## src/rtl/issue.sv

```systemverilog
// In-order issue stage: a 4-deep instruction queue fed from instruction
// memory, a 16-entry rename table, and dispatch into an add/sub station (RS1)
// or a mul/div station (RS2) with a matching ROB allocation.
// Optional feature: define ISSUE_STATS_EN to add saturating issue/stall counters.
module issue (
  input  logic        clk,
  input  logic        rst_n,
  input  logic        fetch_en,
  output logic [3:0]  imem_addr,
  input  logic [15:0] imem_data,
  output logic [3:0]  rf_addr1,
  output logic [3:0]  rf_addr2,
  input  logic [7:0]  rf_data1,
  input  logic [7:0]  rf_data2,
  input  logic        rob_full,
  input  logic [2:0]  rob_tail,
  output logic        rob_alloc,
  output logic [3:0]  rob_op,
  output logic [3:0]  rob_dest,
  output logic [15:0] rob_instr,
  input  logic        rs1_full,
  input  logic        rs2_full,
  output logic        rs1_write,
  output logic        rs2_write,
  output logic [3:0]  rs_op,
  output logic [2:0]  rs_dest_tag,
  output logic        src1_ready,
  output logic        src2_ready,
  output logic [7:0]  src1_val,
  output logic [7:0]  src2_val,
  output logic [2:0]  src1_tag,
  output logic [2:0]  src2_tag,
  input  logic        commit_valid,
  input  logic [3:0]  commit_reg,
  input  logic [2:0]  commit_tag,
  output logic        unsupported
`ifdef ISSUE_STATS_EN
  ,
  output logic [15:0] issued_count,
  output logic [15:0] stall_count
`endif
);

  // Fetch / queue state
  logic [3:0]        pc_q, pc_d;
  logic [1:0]        head_q, head_d;
  logic [1:0]        tail_q, tail_d;
  logic [2:0]        cnt_q, cnt_d;
  logic [15:0]       iq_q [4];

  // Rename table: valid=1 means the architectural register file holds the value
  logic [15:0]       rn_valid_q, rn_valid_d;
  logic [15:0][2:0]  rn_tag_q, rn_tag_d;

  // Head decode
  logic [15:0] head_instr;
  logic [3:0]  op, rd, rs1, rs2;
  logic        have, is_rs1, bad_op, tgt_full, do_issue, do_drop, pop, push;

  assign head_instr = iq_q[head_q];
  assign op         = head_instr[15:12];
  assign rd         = head_instr[11:8];
  assign rs1        = head_instr[7:4];
  assign rs2        = head_instr[3:0];

  assign have     = (cnt_q != 3'd0);
  assign is_rs1   = (op[3:1] == 3'b000);
  assign bad_op   = (op[3:2] != 2'b00);
  assign tgt_full = is_rs1 ? rs1_full : rs2_full;

  // Strobes are gated by rst_n so nothing leaks out during a reset cycle.
  assign do_issue = rst_n && have && !bad_op && !rob_full && !tgt_full;
  assign do_drop  = rst_n && have && bad_op;
  assign pop      = do_issue || do_drop;
  // A pop in the same cycle frees a slot, so a full queue can still accept.
  assign push     = rst_n && fetch_en && ((cnt_q < 3'd4) || pop);

  // Outputs
  assign imem_addr   = pc_q;
  assign rf_addr1    = rs1;
  assign rf_addr2    = rs2;
  assign rob_alloc   = do_issue;
  assign rob_op      = op;
  assign rob_dest    = rd;
  assign rob_instr   = head_instr;
  assign rs1_write   = do_issue && is_rs1;
  assign rs2_write   = do_issue && !is_rs1;
  assign rs_op       = op;
  assign rs_dest_tag = rob_tail;
  assign unsupported = do_drop;

  // Sources see the table as it stands before this cycle's rename/commit.
  assign src1_ready  = rn_valid_q[rs1];
  assign src2_ready  = rn_valid_q[rs2];
  assign src1_val    = rf_data1;
  assign src2_val    = rf_data2;
  assign src1_tag    = rn_tag_q[rs1];
  assign src2_tag    = rn_tag_q[rs2];

  // Next-state for pointers, PC, count and rename table
  always_comb begin
    pc_d       = pc_q;
    head_d     = head_q;
    tail_d     = tail_q;
    cnt_d      = cnt_q;
    rn_valid_d = rn_valid_q;
    rn_tag_d   = rn_tag_q;
    if (push) begin
      tail_d = tail_q + 2'd1;
      pc_d   = pc_q + 4'd1;
    end
    if (pop) head_d = head_q + 2'd1;
    cnt_d = cnt_q + {2'b00, push} - {2'b00, pop};
    // Commit only retires the mapping if no younger producer has replaced it.
    if (commit_valid && (rn_tag_q[commit_reg] == commit_tag))
      rn_valid_d[commit_reg] = 1'b1;
    // A rename in the same cycle wins over the commit.
    if (do_issue) begin
      rn_valid_d[rd] = 1'b0;
      rn_tag_d[rd]   = rob_tail;
    end
  end

  // Control state register with synchronous reset
  always_ff @(posedge clk) begin
    if (!rst_n) begin
      pc_q       <= 4'd0;
      head_q     <= 2'd0;
      tail_q     <= 2'd0;
      cnt_q      <= 3'd0;
      rn_valid_q <= '1;
      rn_tag_q   <= '0;
    end else begin
      pc_q       <= pc_d;
      head_q     <= head_d;
      tail_q     <= tail_d;
      cnt_q      <= cnt_d;
      rn_valid_q <= rn_valid_d;
      rn_tag_q   <= rn_tag_d;
    end
  end

  // Queue storage; contents are meaningless while count says empty, so no reset
  always_ff @(posedge clk) begin
    if (push) iq_q[tail_q] <= imem_data;
  end

`ifdef ISSUE_STATS_EN
  logic [15:0] issued_q, stall_q;
  logic        stall;

  assign stall = rst_n && have && !bad_op && (rob_full || tgt_full);

  // Saturating event counters
  always_ff @(posedge clk) begin
    if (!rst_n) begin
      issued_q <= 16'd0;
      stall_q  <= 16'd0;
    end else begin
      if (do_issue && (issued_q != 16'hFFFF)) issued_q <= issued_q + 16'd1;
      if (stall && (stall_q != 16'hFFFF))     stall_q  <= stall_q + 16'd1;
    end
  end

  assign issued_count = issued_q;
  assign stall_count  = stall_q;
`endif

endmodule

```

## config.mk

```make
export PLATFORM = sky130hd
export DESIGN_NAME = issue
export DESIGN_NICKNAME = d
export VERILOG_FILES = /design/src/rtl/issue.sv
export SDC_FILE = /design/constraint.sdc
export NUM_CORES = 1
export LEC_CHECK = 0
export BUFFER_PORTS_ARGS = -buffer_cell sky130_fd_sc_hd__clkbuf_2
export CELL_PAD_IN_SITES_DETAIL_PLACEMENT = 1
export CELL_PAD_IN_SITES_GLOBAL_PLACEMENT = 2
export CORE_MARGIN = 2
export CORE_UTILIZATION = 34
export CTS_BUF_LIST = sky130_fd_sc_hd__clkbuf_16
export CTS_CLUSTER_SIZE = 14
export DETAILED_ROUTE_END_ITERATION = 16
export PLACE_DENSITY = 0.83
export SLEW_MARGIN = 20
export SYNTH_ARGS = -nofsm -noshare
export SYNTH_HDL_FRONTEND = slang
export SYNTH_SLANG_ARGS = --single-unit
export TNS_END_PERCENT = 30
```

## constraint.sdc

```tcl
create_clock -name clk -period 3.45 [get_ports clk]
set_clock_uncertainty 0.2 [all_clocks]
set_input_delay 0.69 -clock clk [delete_from_list [all_inputs] [get_ports clk]]
set_output_delay 0.69 -clock clk [all_outputs]
set_load 0.01 [all_outputs]
```

==> qor.yml, run 1 <==
worst_setup_path:
  crit_top_cell: "mux4_2"
  required_ps: 2560
  r2r_slack_ps: -50
  critPathSlowestCell: "mux4_2"
  cp-end-kind: "primary output"
  worstPathArrival_ps: 2740
  critical_path_class: "flip-flop to primary output"
  critical-path-max-stage-delay_ps: 580
  crit_chain: "buf_12, mux4_2, clkbuf_16, mux4_2, mux2_4, nand2_2, o21ai_2, buf_2"
  path_max_fanout: 7
  worst_setup_path_start_kind: "flip-flop"
timing:
  period_share_pct: 105
  hold_ws_ps: 274
  worst_pin_slew_ps: 646
  finalSetupViolations: 11
  min_period_ps: 3630
  rsz0062_at_grt: "true"
  slew_headroom_pct: 56.9
  fmax_ghz: 0.276
  finalHoldViolCount: 0
  final.setup.worst_slack_ps: -176
  drv_slew: 0
run_status:
  failed_checks: "setup timing"
  status: "finished with violations"
clocking:
  cts.path.max_buffers: 2
  cts-root-buf: "clkbuf_16"
  clock-sinks: 141
  htree_num_levels: 4
  path_clk_slew_ps: 70
  clkLatencyLatePin_ps: 440
  cts_hold_buf: 0
  cts_buffers: 17
  cts_tree: "done"
global_routing:
  antenna_found_initial: 0
  grt_usage_pct: 20.2
  overflow: 0
  grt_pass1_vias: 5829
  grt_max_degree: 57
  grt_first_pass_wirelength_mm: 34.0
power_and_ir_drop:
  sw_frac_of_total_pct: 32.5
  ir_drop_mv: 0.391
  p_clk_share_pct: 34.8
  p_int_uw: 3520
  powerDensity_nw_per_um2: 588
  power.leakage_uw: 0.00342
  comb_power_share_pct: 29.2
  p_switching_uw: 1690
  p_seq_share_pct: 36.0
job:
  drv_cap: 0
route:
  dr.pass1.iters: 5
  drt_wl_total_mm: 22.8
  first_iter_violations: 370
  drc: 0
  viasPerCell: 5.52
  ant_nets: 0
  routedWlPerCell_um: 22.8
  vias: 5526
layout:
  stdcell_count: 1001
  drive_gt1_share_pct: 36.4
  area_growth_syn_to_layout_pct: 20.4
  diodes: 0
  fin_nets: 770
synth:
  ys_seq_area_share_pct: 47.1
  synth_edf_count: 64
  synth-adder-area-share_pct: 1.46
  synth_area_per_cell_um2: 11.6
  ys_ff_latch: 141
  synthDistinctLibCells: 43
  yosysWarnings: 0
  synthMuxAreaShare_pct: 23.1
  syn-num-nets: 691
  synth_ff_type: "dfxtp_1"
  synth_xor_area_share_pct: 1.19
  syn_inst: 634
  synth_top_family_by_area: "multiplexers"
  syn_area_um2: 7350
  postSynth.asyncResetShare_pct: 0
  synthSimpleGateAreaFrac_pct: 13.0
  synth_compound_area_share_pct: 6.94
floorplanning:
  coreArea_um2: 21200
  die_y_um: 151
  initial_utilization_pct: 34.8
  ioPinCount: 120
  die_area_um2: 22800
  rows: 53
  fp.dieW_um: 151
place:
  dpl.hpwl_mm: 15.7
  placed_cells: 956
  port-buffer-count: 87
  gp_congestion: 0.827
worst_hold_path:
  min_path_type: "input pin to flip-flop"
## kinds of logic after synthesis
family	Yosys count
flip-flops	141
XOR/XNOR	10
buffers and inverters	93
adder cells (fa/ha/maj)	8
multiplexers	107
AND/OR/NAND/NOR	197
AO/OA/AOI/OAI	78
## worst max-delay path: cells and delay by family, from the launching register on
kind                   cells  cell delay (ps)
AOI/OAI and AO/OA          1               60
buffers and inverters      3              480
DFF                        1              370
muxes                      3             1300
and+or+nand+nor            1               80
## cell usage in the layout, fill, tap and decap left out, types with 3 or more instances in the layout
cell type   n
nand2_1    83
mux4_2     46
clkbuf_16  18
inv_6       6
and2_1     10
a221oi_1    4
inv_1       9
nor3_1      5
a21oi_1    34
mux2_2     11
edfxtp_1   64
nand3_1    37
clkbuf_2   81
buf_2       6
nor2b_1     5
nand2b_1    8
buf_6      12
o211ai_1   13
buf_4      38
nand2_2     4
o22ai_1     3
mux2i_2     3
ha_1        5
o31ai_1     3
xnor2_1     7
a22o_1      5
o21ai_2     5
dfxtp_1    76
mux2_4      5
or4_1       3
mux2i_1    40
inv_8       3
nor2_1     30
o311ai_0    4
buf_12      4
## stage by stage
step	cell area (um^2)	TNS, ps	total power [uW]	setup WS, ps	utilization, %
after floorplan	7380	-55.6	2850	-55.6	-
after global placement	8000	0	3200	141	37.8
after detailed placement	8000	0	3250	8.56	37.8
after CTS	8730	-1060	5160	-136	41.3
after global routing	8850	-1960	5410	-224	41.9
final	8850	-1180	5210	-176	41.9
## worst paths after layout
kind                              startpoint            to  cells past startpoint
worst max-delay path               flip-flop   src1_tag[2]                      8
worst min-delay path            imem_data[1]    iq_q[3][1]                      1
worst max register to register     flip-flop      cnt_q[2]                     13
worst min register to register  rn_tag_q[31]  rn_tag_q[31]                      2
## cells in the mapped netlist (5+ instances only)
| library cell | number | area [um^2] |
|---|---|---|
| xnor2_1 | 8 | 70.1 |
| mux4_2 | 46 | 1040 |
| clkbuf_1 | 25 | 93.8 |
| mux2i_1 | 43 | 430 |
| ha_1 | 7 | 87.6 |
| o211ai_1 | 13 | 97.6 |
| nand2_1 | 87 | 327 |
| nor3_1 | 5 | 25.0 |
| nor2_1 | 31 | 116 |
| and2_1 | 10 | 62.6 |
| nand3_1 | 37 | 185 |
| buf_2 | 11 | 55.1 |
| a21oi_1 | 34 | 170 |
| mux2_2 | 16 | 180 |
| o21ai_0 | 9 | 45.0 |
| a22o_1 | 5 | 43.8 |
| dfxtp_1 | 77 | 1540 |
| buf_4 | 41 | 308 |
| nor2b_1 | 5 | 31.3 |
| edfxtp_1 | 64 | 1920 |
| inv_1 | 11 | 41.3 |
| nand2b_1 | 8 | 50.1 |
## sequential cells by signal, indices dropped and copies added (netlist names), named ones only
register,cells
rn_tag_q,48
imem_addr,4
cnt_q,3
head_q,2
iq_q,64
tail_q,2
rn_valid_q,16
## repair_timing
action | in CTS | in global routing
setup buffers | 10 | 2
gates resized for setup | 19 | 29
pin swaps | 0 | 8
gates cloned | 0 | 1
setup endpoints to repair | 10 | 12
## layout make-up
| cell class | instances | area [um^2] |
|---|---|---|
| Sequential cell | 141 | 3470 |
| Multi-Input combinational cell | 400 | 3460 |
| Fill cell | 2299 | 12300 |
| Clock buffer | 17 | 425 |
| Timing Repair Buffer | 142 | 961 |
| Inverter | 11 | 41.3 |
| Clock inverter | 15 | 150 |
| Tap cell | 275 | 344 |
## power groups by stage
stage	Clock [uW]	Sequential, uW	Combinational [uW]
finish	1810	1880	1520
CTS	1840	1870	1460
global route	1910	1880	1620
global placement	0	1900	1300
detailed placement	0	1910	1340
floorplan	0	1890	953
## per-layer routing
layer | up-vias | track usage, % | part of all wire [%] | routed length (um)
li1 | 2464 | - | - | -
met1 | 2808 | 24.8 | 39 | 9010
met2 | 194 | 34.5 | 52 | 11800
met3 | 60 | 4.10 | 5.3 | 1210
met4 | 0 | 8.64 | 3.5 | 805
met5 | - | 0 | 0 | 0
Note: power is estimated with default switching activity, not from simulation.
==> run 2, diff against run 1 <==
- CORE_UTILIZATION: 34 -> 37
- PLACE_DENSITY: 0.83 -> 0.85
- clock period: 3.45 -> 3.73 ns (I/O delays scaled with it)
==> run 2 against run 1 <==
Compared with the run above:
- the run now ends clean
- combinational power fell by 13%
- via count rose by 0.11%
- die area fell by 7.9%
- largest cell class unchanged
==> qor.yml, run 2 (same netlist as run 1, synthesis figures left out) <==
worst_hold_path:
  min_path_type: "flip-flop to flip-flop"
  hp-start: "rn_tag_q[4]"
  holdPathStages: 2  # +1
  min_to: "rn_tag_q[4]"
global_routing:
  grt.busiest_layer: "met2"
  grt_pass1_vias: 5932  # +1.8%
  overflow: 0  # unchanged
  grt_first_pass_wirelength_mm: 34.4  # +1.1%
  grt_max_degree: 57  # unchanged
  use_met3_pct: 5.69  # +1.6 points
  grtUsageMet2_pct: 36.1  # +1.5 points
  met1_usage_pct: 25.8  # +0.99 points
  antenna_found_initial: 0  # unchanged
  grt_usage_pct: 21.4  # +1.2 points
layout:
  drive_gt1_share_pct: 33.0  # -3.4 points
  final_common_cell: "nand2_1"
  top_register: "iq_q"
  layout_common_cells: "nand2_1, clkbuf_2, dfxtp_1, edfxtp_1, mux4_2"
  largest_reg_flops: 64  # unchanged
  diodes: 0  # unchanged
  fin_nets: 759  # -1.4%
  area_growth_syn_to_layout_pct: 17.6
  stdcell_count: 980  # -2.1%
  final_area_um2: 8650  # -2.3%
  reg_top3: "iq_q x64, rn_tag_q x48, rn_valid_q x16"
timing:
  hold_ws_ps: 287  # +12.9 ps
  finalHoldViolCount: 0  # unchanged
  drv_slew: 0  # unchanged
  slew_headroom_pct: 42.8  # -14 points
  setup_tns_ps: 0  # +1180 ps
  fmax_ghz: 0.269
  finalSetupViolations: 0  # -11
  period_share_pct: 99.7
  min_period_ps: 3720
  rsz0062_at_grt: "true"
  worst_pin_slew_ps: 857  # +210 ps
worst_setup_path:
  crit_top_cell: "mux4_2"
  critical-path-max-stage-delay_ps: 670  # +90 ps
  cp-end-kind: "primary output"
  critPathSlowestCell: "mux4_2"
  path_max_fanout: 6  # -1
  worst_setup_path_start_kind: "flip-flop"
  ff2ff_path_depth: 8  # -5
  crit_chain: "buf_8, mux4_2, buf_12, mux4_2, mux2_4, nand2_2, o21ai_2, buf_2"
  required_ps: 2780  # +220 ps
  critical_path_class: "flip-flop to primary output"
  r2r_end: "rn_tag_q[36]"
  path_delay_family: "multiplexers"
  path_buf_inv: 3  # unchanged
  worstPathArrival_ps: 2770  # +30 ps
  r2r_slack_ps: 170  # +220 ps
route:
  ant_nets: 0  # unchanged
  first_iter_violations: 328  # -11%
  drc: 0  # unchanged
  viasPerCell: 5.64  # +2.3%
  vias: 5532  # +0.11%
  dr.pass1.iters: 5  # unchanged
  routedWlPerCell_um: 22.5  # -1.4%
  drt_wl_total_mm: 22.0  # -3.5%
power_and_ir_drop:
  power.leakage_uw: 0.00336  # -1.8%
  powerDensity_nw_per_um2: 545  # -7.4%
  ir_drop_mv: 0.358  # -8.4%
place:
  placed_cells: 932  # -2.5%
  port-buffer-count: 87  # unchanged
  dpl.hpwl_mm: 15.5  # -1.7%
  gp_congestion: 0.855  # +3.4%
  place_area_um2: 7850  # -1.9%
floorplanning:
  coreArea_um2: 19500  # -8.0%
  ioPinCount: 120  # unchanged
  die_y_um: 145  # -4.0%
  fp.dieW_um: 145  # -4.0%
  die_area_um2: 21000  # -7.9%
  rows: 51  # -3.8%
  initial_utilization_pct: 37.8  # +3.0 points
clocking:
  clock-sinks: 141  # unchanged
  cts_hold_buf: 0  # unchanged
  cts_buffers: 17  # unchanged
  cts-root-buf: "clkbuf_16"
  cts.path.max_buffers: 2  # unchanged
  htree_num_levels: 4  # unchanged
  clkLatencyLatePin_ps: 430  # about the same
  cts_tree: "done"
  path_clk_slew_ps: 60  # about the same
job:
  drv_cap: 0  # unchanged
run_status:
  status: "complete, no violations"
## run 2: cell count changes in the layout (fill, tap and decap cells not counted), sizes merged
cell,before,now
buf,60,46
inv,20,15
clkbuf,99,103
clkinv,3,6
bufinv,1,2
## run 2: worst max-delay path by stage
stage / end / cells after the start
2_1_floorplan: cnt_q[2] / 14
3_3_place_gp: cnt_q[2] / 12
3_5_place_dp: cnt_q[2] / 12
4_1_cts: src1_ready / 8
5_1_grt: src1_tag[1] / 8
6_report: src1_tag[2] / 8
## run 2: layout make-up
type	count	area (um^2)
clock buffers	18	450
clock inverters	14	130
fillers	2085	10800
inverters	11	41.3
multi-input cells	400	3390
flip-flops and latches	141	3470
well taps	265	332
repair buffers	131	836
## run 2: metal layers
| metal | vias to the layer above | part of all wire (%) |
|---|---|---|
| li1 | 2445 | - |
| met1 | 2832 | 40 |
| met2 | 200 | 50 |
| met3 | 55 | 6.4 |
| met4 | 0 | 3.3 |
| met5 | - | 0 |
## run 2: worst reg2reg max path: cells and delay by family, from the launching register on
family | cells | cell delay, ps
and+or+nand+nor | 4 | 1750
muxes | 2 | 810
DFF | 1 | 360
buffers and inverters | 2 | 310
## run 2: repair_timing
item / 4_1_cts / 5_1_grt
setup buffers: 12 / 3
pin swaps: 0 / 1
cloned: 0 / 1
resized for setup: 10 / 18
endpoints found under the setup margin: 8 / 9
## run 2: report_power, final
group	internal [uW]	leakage (uW)	switching, uW
clock	1010	0.000292	653
sequential	1690	0.00120	42.1
combinational	578	0.00186	737
total	3280	0.00336	1430
## run 2: stage by stage
stage | worst slack (ps) | total power [uW] | util [%]
6_report | 10.8 | 4710 | 44.4
5_1_grt | -75.2 | 4910 | 44.4
4_1_cts | 7.66 | 4700 | 44.0
3_5_place_dp | 100 | 2940 | 40.3
3_3_place_gp | 229 | 2910 | 40.3
2_1_floorplan | 26.7 | 2620 | -
==> run 3, diff against run 2 <==
- CORE_ASPECT_RATIO: unset -> 1.2
==> run 3 against run 2 <==
Compared with the run above:
- register-to-register slack about the same
- global-route usage up 0.068 points
- critical path depth unchanged
- design area up 0.39%
- cell count unchanged
- maximum frequency up 0.59%
- count of clock-buffer cells in the layout down 1
- die area about the same
- first-iteration DRC count down 5.5%
- flip-flop and latch count unchanged
- critical path type unchanged
- combinational power up 4%
==> qor.yml, run 3 (same netlist as run 1, synthesis figures left out) <==
layout:
  area_growth_syn_to_layout_pct: 18.1
  final_area_um2: 8680  # +0.39%
  layout_common_cells: "nand2_1, clkbuf_2, dfxtp_1, edfxtp_1, mux4_2"
  fin_util_pct: 44.4  # about the same
  register_area_um2: 3470  # unchanged
  fillCellCount: 2112  # +1.3%
  multiInputGateArea_um2: 3410  # +0.37%
  drive_gt1_share_pct: 33.9  # +0.93 points
  diodes: 0  # unchanged
  reg_top3: "iq_q x64, rn_tag_q x48, rn_valid_q x16"
  final_common_cell: "nand2_1"
  top_register: "iq_q"
  largest_reg_flops: 64  # unchanged
  fin_nets: 763  # +0.53%
worst_setup_path:
  path_delay_family: "multiplexers"
  required_ps: 2780  # about the same
  crit_chain: "buf_12, mux4_2, buf_12, mux4_2, mux2_4, nand2_2, o21ai_2, buf_2"
  critPathSlowestCell: "mux4_2"
  path_max_fanout: 8  # +2
  worst_setup_path_start_kind: "flip-flop"
  path_buf_inv: 3  # unchanged
  critical_path_class: "flip-flop to primary output"
  worstPathArrival_ps: 2750  # -20 ps
  cp-end-kind: "primary output"
  critical-path-max-stage-delay_ps: 600  # -70 ps
power_and_ir_drop:
  ir_drop_mv: 0.354  # -1.1%
  sw_frac_of_total_pct: 32.2  # +1.8 points
  p_switching_uw: 1530  # +6.9%
  p_clk_share_pct: 34.6  # -0.7 points
  p_seq_share_pct: 36.5  # -0.3 points
  comb_power_share_pct: 28.9  # +1.0 points
  p_int_uw: 3220  # -1.8%
  power.leakage_uw: 0.00336  # +0.14%
  powerDensity_nw_per_um2: 547  # +0.46%
global_routing:
  grt_first_pass_wirelength_mm: 33.9  # -1.5%
  overflow: 0  # unchanged
  grt_max_degree: 57  # unchanged
  grt_pass1_vias: 5787  # -2.4%
  antenna_found_initial: 0  # unchanged
  grt_usage_pct: 21.5  # +0.068 points
timing:
  rsz0062_at_grt: "true"
  worst_pin_slew_ps: 749  # -107 ps
  setup_tns_ps: 0  # unchanged
  min_period_ps: 3700  # -21.7 ps
  slew_headroom_pct: 49.9  # +7.2 points
  drv_slew: 0  # unchanged
  final.setup.worst_slack_ps: 32.5  # +21.7 ps
  finalSetupViolations: 0  # unchanged
  fmax_ghz: 0.270  # +0.59%
  period_share_pct: 99.1  # -0.58 points
  finalHoldViolCount: 0  # unchanged
  hold_ws_ps: 289  # +1.92 ps
floorplanning:
  fp.dieW_um: 133  # -8.5%
  die_area_um2: 21000  # about the same
  coreArea_um2: 19500  # +0.44%
  die_y_um: 158  # +9.3%
  ioPinCount: 120  # unchanged
  initial_utilization_pct: 37.6  # -0.17 points
  rows: 56  # +9.8%
worst_hold_path:
  min_path_type: "flip-flop to flip-flop"
route:
  drt_wl_total_mm: 22.3  # +1.5%
  viasPerCell: 5.59  # -0.96%
  ant_nets: 0  # unchanged
  top_layer: "met4"
  drc: 0  # unchanged
  dr.pass1.iters: 5  # unchanged
  vias: 5479  # -0.96%
  first_iter_violations: 310  # -5.5%
  wl_met1_mm: 9.41  # +5.7%
  route.met3.wl_mm: 1.06  # -24%
  routedWlPerCell_um: 22.8  # +1.5%
  dr_wl_met2_mm: 11.4  # +3.4%
job:
  drv_cap: 0  # unchanged
clocking:
  cts-root-buf: "clkbuf_16"
  clock-sinks: 141  # unchanged
  cts_tree: "done"
  htree_num_levels: 4  # unchanged
  cts_hold_buf: 0  # unchanged
  cts_buffers: 17  # unchanged
  clkLatencyLatePin_ps: 430  # about the same
  path_clk_slew_ps: 60  # about the same
  cts.path.max_buffers: 2  # unchanged
place:
  pre_cts_slack_ps: 74.3  # -26.2 ps
  place_area_um2: 7860  # +0.13%
  gp_congestion: 0.858  # +0.29%
  dpl.hpwl_mm: 15.2  # -1.6%
  port-buffer-count: 87  # unchanged
run_status:
  status: "complete, no violations"
-- run 3: path summary, 6_finish.rpt --
kind	start	end	slack, ps	cells past startpoint
worst max-delay path	flip-flop	src2_tag[2]	30	8
worst min-delay path	rn_tag_q[42]	rn_tag_q[42]	290	2
worst max register to register	flip-flop	cnt_q[2]	160	13
worst min register to register	rn_tag_q[42]	rn_tag_q[42]	290	2
-- run 3: final cells by class --
class,instances,share of cell area (%)
Multi-Input combinational cell,400,39.2
Timing Repair Buffer,135,10.1
Clock inverter,15,1.60
Tap cell,261,3.76
Sequential cell,141,39.9
Inverter,11,0.475
Clock buffer,17,4.90
-- run 3: power by group through the flow --
stage	Clock, uW	Sequential [uW]	Combinational, uW
after floorplan	0	1750	869
after global placement	0	1760	1180
after detailed placement	0	1770	1220
after CTS	1670	1740	1250
after global routing	1730	1740	1470
final	1650	1730	1370
-- run 3: timing repair --
item                       CTS  global route
setup buffers                3            19
setup endpoints to repair    8             9
gates cloned                 0             1
pin swaps                    0             2
gates resized for setup     10            20
-- run 3: per-layer routing --
metal	up-vias	track usage (%)
met4	0	7.89
met3	34	4.27
li1	2455	-
met5	-	0
met1	2824	25.9
met2	166	38.2
-- run 3: metrics by stage --
stage	total power, uW	instances
final	4750	980
after global placement	2940	925
after global routing	4940	980
after CTS	4650	960
after detailed placement	2990	925
after floorplan	2620	634
-- run 3: worst reg2reg max path: cells and delay by family (launching register included) --
family | cells | cell delay, ps
AND/OR/NAND/NOR | 3 | 780
multiplexers | 1 | 560
flip-flops | 1 | 370
buffers and inverters | 3 | 200
AO/OA/AOI/OAI | 1 | 190
XOR/XNOR | 2 | 320
adder cells (fa/ha/maj) | 3 | 810
